File: src/rtl/video_timing_pkg.sv
// Shared video timing defaults (640x480@60 style), total-period helper,
// RGB565 field positions and the sync/active control word carried down the pipe.
package video_timing_pkg;

    localparam int H_VISIBLE_DEF = 640;
    localparam int H_FRONT_DEF   = 16;
    localparam int H_SYNC_DEF    = 96;
    localparam int H_BACK_DEF    = 48;
    localparam int V_VISIBLE_DEF = 480;
    localparam int V_FRONT_DEF   = 10;
    localparam int V_SYNC_DEF    = 2;
    localparam int V_BACK_DEF    = 33;

    localparam int RED_MSB = 15;
    localparam int RED_LSB = 11;
    localparam int GRN_MSB = 10;
    localparam int GRN_LSB = 5;
    localparam int BLU_MSB = 4;
    localparam int BLU_LSB = 0;

    function automatic int timing_total(input int visible, input int front,
                                        input int sync, input int back);
        return visible + front + sync + back;
    endfunction

    localparam int H_TOTAL_DEF = timing_total(H_VISIBLE_DEF, H_FRONT_DEF, H_SYNC_DEF, H_BACK_DEF);
    localparam int V_TOTAL_DEF = timing_total(V_VISIBLE_DEF, V_FRONT_DEF, V_SYNC_DEF, V_BACK_DEF);

    typedef struct packed {
        logic active;
        logic hsync;
        logic vsync;
    } scan_ctl_t;

    // Blanked region, syncs idle high.
    localparam scan_ctl_t SCAN_CTL_IDLE = '{active: 1'b0, hsync: 1'b1, vsync: 1'b1};

endpackage

File: src/rtl/video_delay_line.sv
// Pixel-tick qualified shift line of DEPTH stages; DEPTH=0 is a straight wire.
module video_delay_line #(
    parameter int               DEPTH       = 1,
    parameter int               WIDTH       = 1,
    parameter logic [WIDTH-1:0] RESET_VALUE = '0
) (
    input  logic             clk,
    input  logic             reset,
    input  logic             pix_en,
    input  logic [WIDTH-1:0] din,
    output logic [WIDTH-1:0] dout
);

    generate
        if (DEPTH == 0) begin : g_bypass
            logic unused_s;
            assign unused_s = &{1'b0, clk, reset, pix_en};
            assign dout     = din;
        end else begin : g_shift
            logic [WIDTH-1:0] stage_r [DEPTH];

            // Shift one stage per pixel tick, hold otherwise.
            always_ff @(posedge clk) begin
                if (reset) begin
                    for (int i = 0; i < DEPTH; i++) begin
                        stage_r[i] <= RESET_VALUE;
                    end
                end else if (pix_en) begin
                    stage_r[0] <= din;
                    for (int i = 1; i < DEPTH; i++) begin
                        stage_r[i] <= stage_r[i-1];
                    end
                end
            end

            assign dout = stage_r[DEPTH-1];
        end
    endgenerate

endmodule

File: src/rtl/video_scan.sv
// Raster scan generator with renderer-latency compensated color/sync outputs.
// Optional frame counter enabled by defining VIDEO_SCAN_FRAME_COUNTER_EN.
module video_scan
    import video_timing_pkg::*;
#(
    parameter int H_VISIBLE    = H_VISIBLE_DEF,
    parameter int H_FRONT      = H_FRONT_DEF,
    parameter int H_SYNC       = H_SYNC_DEF,
    parameter int H_BACK       = H_BACK_DEF,
    parameter int V_VISIBLE    = V_VISIBLE_DEF,
    parameter int V_FRONT      = V_FRONT_DEF,
    parameter int V_SYNC       = V_SYNC_DEF,
    parameter int V_BACK       = V_BACK_DEF,
    parameter int COORD_WIDTH  = 10,
    parameter int PIPE_LATENCY = 1
) (
    input  logic                   clk,
    input  logic                   reset,
    input  logic                   pix_en,
    output logic [COORD_WIDTH-1:0] x_coord,
    output logic [COORD_WIDTH-1:0] y_coord,
    input  logic [15:0]            color_in,
    output logic                   frame_start,
    output logic [4:0]             vga_r,
    output logic [5:0]             vga_g,
    output logic [4:0]             vga_b,
    output logic                   hsync,
    output logic                   vsync,
    output logic [15:0]            frame_count
);

    localparam int H_TOTAL = timing_total(H_VISIBLE, H_FRONT, H_SYNC, H_BACK);
    localparam int V_TOTAL = timing_total(V_VISIBLE, V_FRONT, V_SYNC, V_BACK);

    localparam logic [COORD_WIDTH-1:0] CNT_ONE  = COORD_WIDTH'(1);
    localparam logic [COORD_WIDTH-1:0] H_VIS_C  = COORD_WIDTH'(H_VISIBLE);
    localparam logic [COORD_WIDTH-1:0] H_SYN_LO = COORD_WIDTH'(H_VISIBLE + H_FRONT);
    localparam logic [COORD_WIDTH-1:0] H_SYN_HI = COORD_WIDTH'(H_VISIBLE + H_FRONT + H_SYNC);
    localparam logic [COORD_WIDTH-1:0] H_LAST   = COORD_WIDTH'(H_TOTAL - 1);
    localparam logic [COORD_WIDTH-1:0] V_VIS_C  = COORD_WIDTH'(V_VISIBLE);
    localparam logic [COORD_WIDTH-1:0] V_SYN_LO = COORD_WIDTH'(V_VISIBLE + V_FRONT);
    localparam logic [COORD_WIDTH-1:0] V_SYN_HI = COORD_WIDTH'(V_VISIBLE + V_FRONT + V_SYNC);
    localparam logic [COORD_WIDTH-1:0] V_LAST   = COORD_WIDTH'(V_TOTAL - 1);
    localparam logic [COORD_WIDTH-1:0] V_PRE_VB = COORD_WIDTH'(V_VISIBLE - 1);

    logic [COORD_WIDTH-1:0] h_cnt_r;
    logic [COORD_WIDTH-1:0] v_cnt_r;
    scan_ctl_t              raw_ctl_s;
    scan_ctl_t              dly_ctl_s;
    logic                   vblank_entry_s;

    // Horizontal/vertical raster counters.
    always_ff @(posedge clk) begin
        if (reset) begin
            h_cnt_r <= '0;
            v_cnt_r <= '0;
        end else if (pix_en) begin
            if (h_cnt_r == H_LAST) begin
                h_cnt_r <= '0;
                if (v_cnt_r == V_LAST) begin
                    v_cnt_r <= '0;
                end else begin
                    v_cnt_r <= v_cnt_r + CNT_ONE;
                end
            end else begin
                h_cnt_r <= h_cnt_r + CNT_ONE;
            end
        end
    end

    assign x_coord = h_cnt_r;
    assign y_coord = v_cnt_r;

    // Raw region decode from the current counter position.
    always_comb begin
        raw_ctl_s        = SCAN_CTL_IDLE;
        raw_ctl_s.active = (h_cnt_r < H_VIS_C) && (v_cnt_r < V_VIS_C);
        raw_ctl_s.hsync  = !((h_cnt_r >= H_SYN_LO) && (h_cnt_r < H_SYN_HI));
        raw_ctl_s.vsync  = !((v_cnt_r >= V_SYN_LO) && (v_cnt_r < V_SYN_HI));
    end

    // Counters are about to step onto (0, V_VISIBLE).
    assign vblank_entry_s = (h_cnt_r == H_LAST) && (v_cnt_r == V_PRE_VB);

    video_delay_line #(
        .DEPTH       (PIPE_LATENCY),
        .WIDTH       (3),
        .RESET_VALUE (SCAN_CTL_IDLE)
    ) u_ctl_delay (
        .clk    (clk),
        .reset  (reset),
        .pix_en (pix_en),
        .din    (raw_ctl_s),
        .dout   (dly_ctl_s)
    );

    // Output stage: color and syncs registered together so they stay aligned.
    always_ff @(posedge clk) begin
        if (reset) begin
            vga_r       <= 5'd0;
            vga_g       <= 6'd0;
            vga_b       <= 5'd0;
            hsync       <= 1'b1;
            vsync       <= 1'b1;
            frame_start <= 1'b0;
        end else if (pix_en) begin
            if (dly_ctl_s.active) begin
                vga_r <= color_in[RED_MSB:RED_LSB];
                vga_g <= color_in[GRN_MSB:GRN_LSB];
                vga_b <= color_in[BLU_MSB:BLU_LSB];
            end else begin
                vga_r <= 5'd0;
                vga_g <= 6'd0;
                vga_b <= 5'd0;
            end
            hsync       <= dly_ctl_s.hsync;
            vsync       <= dly_ctl_s.vsync;
            frame_start <= vblank_entry_s;
        end else begin
            frame_start <= 1'b0;
        end
    end

`ifdef VIDEO_SCAN_FRAME_COUNTER_EN
    logic [15:0] frame_count_r;

    // Counts up on the same edge that raises frame_start.
    always_ff @(posedge clk) begin
        if (reset) begin
            frame_count_r <= 16'd0;
        end else if (pix_en && vblank_entry_s) begin
            frame_count_r <= frame_count_r + 16'd1;
        end
    end

    assign frame_count = frame_count_r;
`else
    assign frame_count = 16'd0;
`endif

endmodule

File: config.mk
export PLATFORM = sky130hd
export DESIGN_NAME = video_scan
export DESIGN_NICKNAME = d
export VERILOG_FILES = /design/src/rtl/video_timing_pkg.sv /design/src/rtl/video_delay_line.sv /design/src/rtl/video_scan.sv
export SDC_FILE = /design/constraint.sdc
export NUM_CORES = 1
export LEC_CHECK = 0
export ABC_AREA = 1
export CAP_MARGIN = 0
export CORE_UTILIZATION = 30
export DETAILED_ROUTE_END_ITERATION = 10
export DONT_BUFFER_PORTS = 1
export PLACE_DENSITY = 0.5
export SLEW_MARGIN = 20
export SYNTH_ARGS = -nofsm -noshare
export SYNTH_HDL_FRONTEND = slang
export SYNTH_SLANG_ARGS = --single-unit
File: constraint.sdc
create_clock -name clk -period 2.9 [get_ports clk]
set_clock_uncertainty 0.05 [all_clocks]
set_input_delay 0 -clock clk [delete_from_list [all_inputs] [get_ports clk]]
set_output_delay 0 -clock clk [all_outputs]
set_load 0.01 [all_outputs]
==> impl_results.md <==
* Rel. slew slack at approximately 54%
* Max VDD drop at 0.000177 V
* Clock sinks at 42
* Setup Fix Bufs, Post-CTS at 0
* Fillers at ~700
* Clock root buffer: clkbuf_8
* Largest net degree at the start of global routing at 22
* Flops & latches, synth at between 40 and 50
* WL final at just under 5 mm
* Antenna-violating nets left at 0
* Crit path required time at approximately 3.0 ns
* Setup TNS at 0 ns
* Synth Area in Compound Gates at roughly an eighth
* Max cap viols at 0
* Num rows at 29
* CTS max path bufs at 2
* Seq/Total Area, Yosys at 41.8%
* Synth top area share at 37.5%
* Main combinational cell family by area after synthesis: simple AND/OR/NAND/NOR gates
* Synth area leader: dfxtp_1
* DRT iter0 DRCs at slightly above 100
* Wire per inst at ~14 microns
* Global Route Usage Sum at ~14%
* Hold Violations, Final at 0
* Register Area at around 870 sq um
* Status: complete, no violations
* Synth Cell Area at around 0.0021 sq mm
* HP Class: input pin to register
* Pwr per Cell Area at between 400 and 500 mW/mm^2
* Fin nets at 295
* Grt ovf at 0
* First-pass GRT wire length at ~8.0 mm
* RSZ-0062 raised after global routing: no
* First-pass DRT Iterations at 4
* Initial antenna violation count at 0
* Vias per std cell at 4.76
* XOR/XNOR share of the synthesized area at under 10%
* Vias in the first global route at approximately 1.6k
* # diodes at 0
* Die ar. at 0.00728 sq mm
* Cells after Synth at roughly 260
* H-tree depth at 2
* Layout cells sized above 1 at 10.6%
* PortBufs at 0
* Number of gates given a new drive strength after cts at 0
* Post-Synth Simple-Gate Area at between 20% and 30%
* CTS tree: yes
* Post-DP HPWL at roughly 3.4 mm
* Worst slew pin tran at approximately 0.70 ns
* Worst skew pair latency at around 0.29 ns
* Top post-synthesis cells by area: dfxtp_1 (38%), a32o_1 (7.7%), nand2_1 (7.0%), buf_4 (6.5%), nor2_1 (4.9%)
* Peak Freq at just under 600 MHz
* Clk slew on worst S/H paths at ~0.08 ns
* Most frequent cells in the layout: nand2_1 (39), dfxtp_1 (39), nor2_1 (27)
* Die height at 85.3 microns
* Syn avg cell area at 8.13 sq um
* Slew Limit Fails at 0
* Kind of critical path: input pin to register
* Mux contribution to synthesized area at 0%
* # DRC at 0
* TritonCTS buffer count at 5
* Worst-path maximum fanout at 21
* Critical Path Sink Type: register
* Die width at between 80 and 90 microns
* Final Setup Violations at 0
* Routability Congestion at ~0.76
* Area delta synth->final at 12.3%
* Post-Synth Adder-Cell Area at roughly 2.4%
* Area of the multi-input gates at ~990 sq um
* CP Launch Type: input pin
* Num ports at 74
* Util after Layout at a little over a third
* Leakage dissipation at about 0.87 nW
* Cell variety after synth at 33
* Crit path DAT at roughly 1.8 ns
* CORE AREA at around 0.0065 sq mm
* Yosys warning count at 0
* Starting Density at approximately a third
* Period Utilization, post-route at roughly 58%
* Min Tclk post-route at 1.70 ns
* Via count at around 1.7k
## power by group
group	internal (W)	total, W	leakage, nW	switching [W]
logic	0.0000302	0.0000710	0.479	0.0000408
clock network	0.000171	0.000381	0.0432	0.000211
registers	0.000598	0.000621	0.345	0.0000224
## metrics by stage
step	total power (W)	area [sq um]	worst slack, ns	instances	hold slack [ns]
6_report	0.00107	2340	1.20	350	0.0171
3_3_place_gp	0.000682	2070	1.32	324	0.0256
2_1_floorplan	0.000692	2140	1.53	271	0.118
5_1_grt	0.00113	2340	1.07	350	0.0442
3_5_place_dp	0.000683	2070	1.30	324	0.0279
4_1_cts	0.00109	2340	1.18	350	0.0149
## area by class of cell
class,count,area share [%]
multi-input combinational,175,42.5
sequential,42,37.3
timing repair buffer,18,7.71
inverter,30,4.82
tap,77,4.12
clock buffer,6,3.10
clock inverter,2,0.535
## kinds of logic (layout without fill, tap and decap cells)
family                     count (synthesis)  in the layout
other                                      1             16
and+or+nand+nor                          114            114
xor gates and xnor gates                   5              5
AOI/OAI and AO/OA                         36             36
buffers and inverters                     54             56
DFF                                       42             42
adders and majority gates                  4              4
## routing by layer
layer	track usage (%)	part of all wire, %
met1	17.7	45
met2	22.9	48
met3	3.89	6.3
met4	3.94	1.2
met5	0	0
## flip-flops by register name, summed over array words and instances, names as in the netlist
register                     cells
vga_r                            5
vga_g                            6
vga_b                            5
hsync                            1
u_ctl_delay.g_shift.stage_r      3
x_coord                         10
y_coord                         10
frame_start                      1
vsync                            1
## worst max-delay path, stage by stage
cell and delay (ns):
dlygate4sd3_1 0.77, nor2_4 0.53, inv_2 0.12, nor4_1 0.31
## timing repair
action / 4_1_cts / 5_1_grt
endpoints found under the setup margin: 0 / 0
endpoints found under the hold margin: 35 / 0
hold buffers: 18 / 0
## worst paths after layout
check / endpoint / cells past startpoint / start / slack, ns
min reg2reg: hsync / 1 / u_ctl_delay.g_shift.stage_r[0][1] / 0.42
max reg2reg: y_coord[8] / 6 / x_coord[0] / 1.28
min: y_coord[4] / 4 / pix_en / 0.02
max: u_ctl_delay.g_shift.stage_r[0][2] / 4 / reset / 1.20
## synth_stat cells, drive strengths merged
master,number
clkbuf,3
nor3b,1
edfxtp,3
conb,1
nor3,7
xnor2,3
o2111ai,1
nand4,5
a32o,16
xor2,2
o211ai,1
o22a,2
dfxtp,39
o21bai,1
nand3b,2
nand3,17
o21ai,6
nor2,38
inv,30
ha,4
nand2,43
nor4,1
buf,21
a21oi,9
No activity file was read; power rests on OpenSTA's default activity.
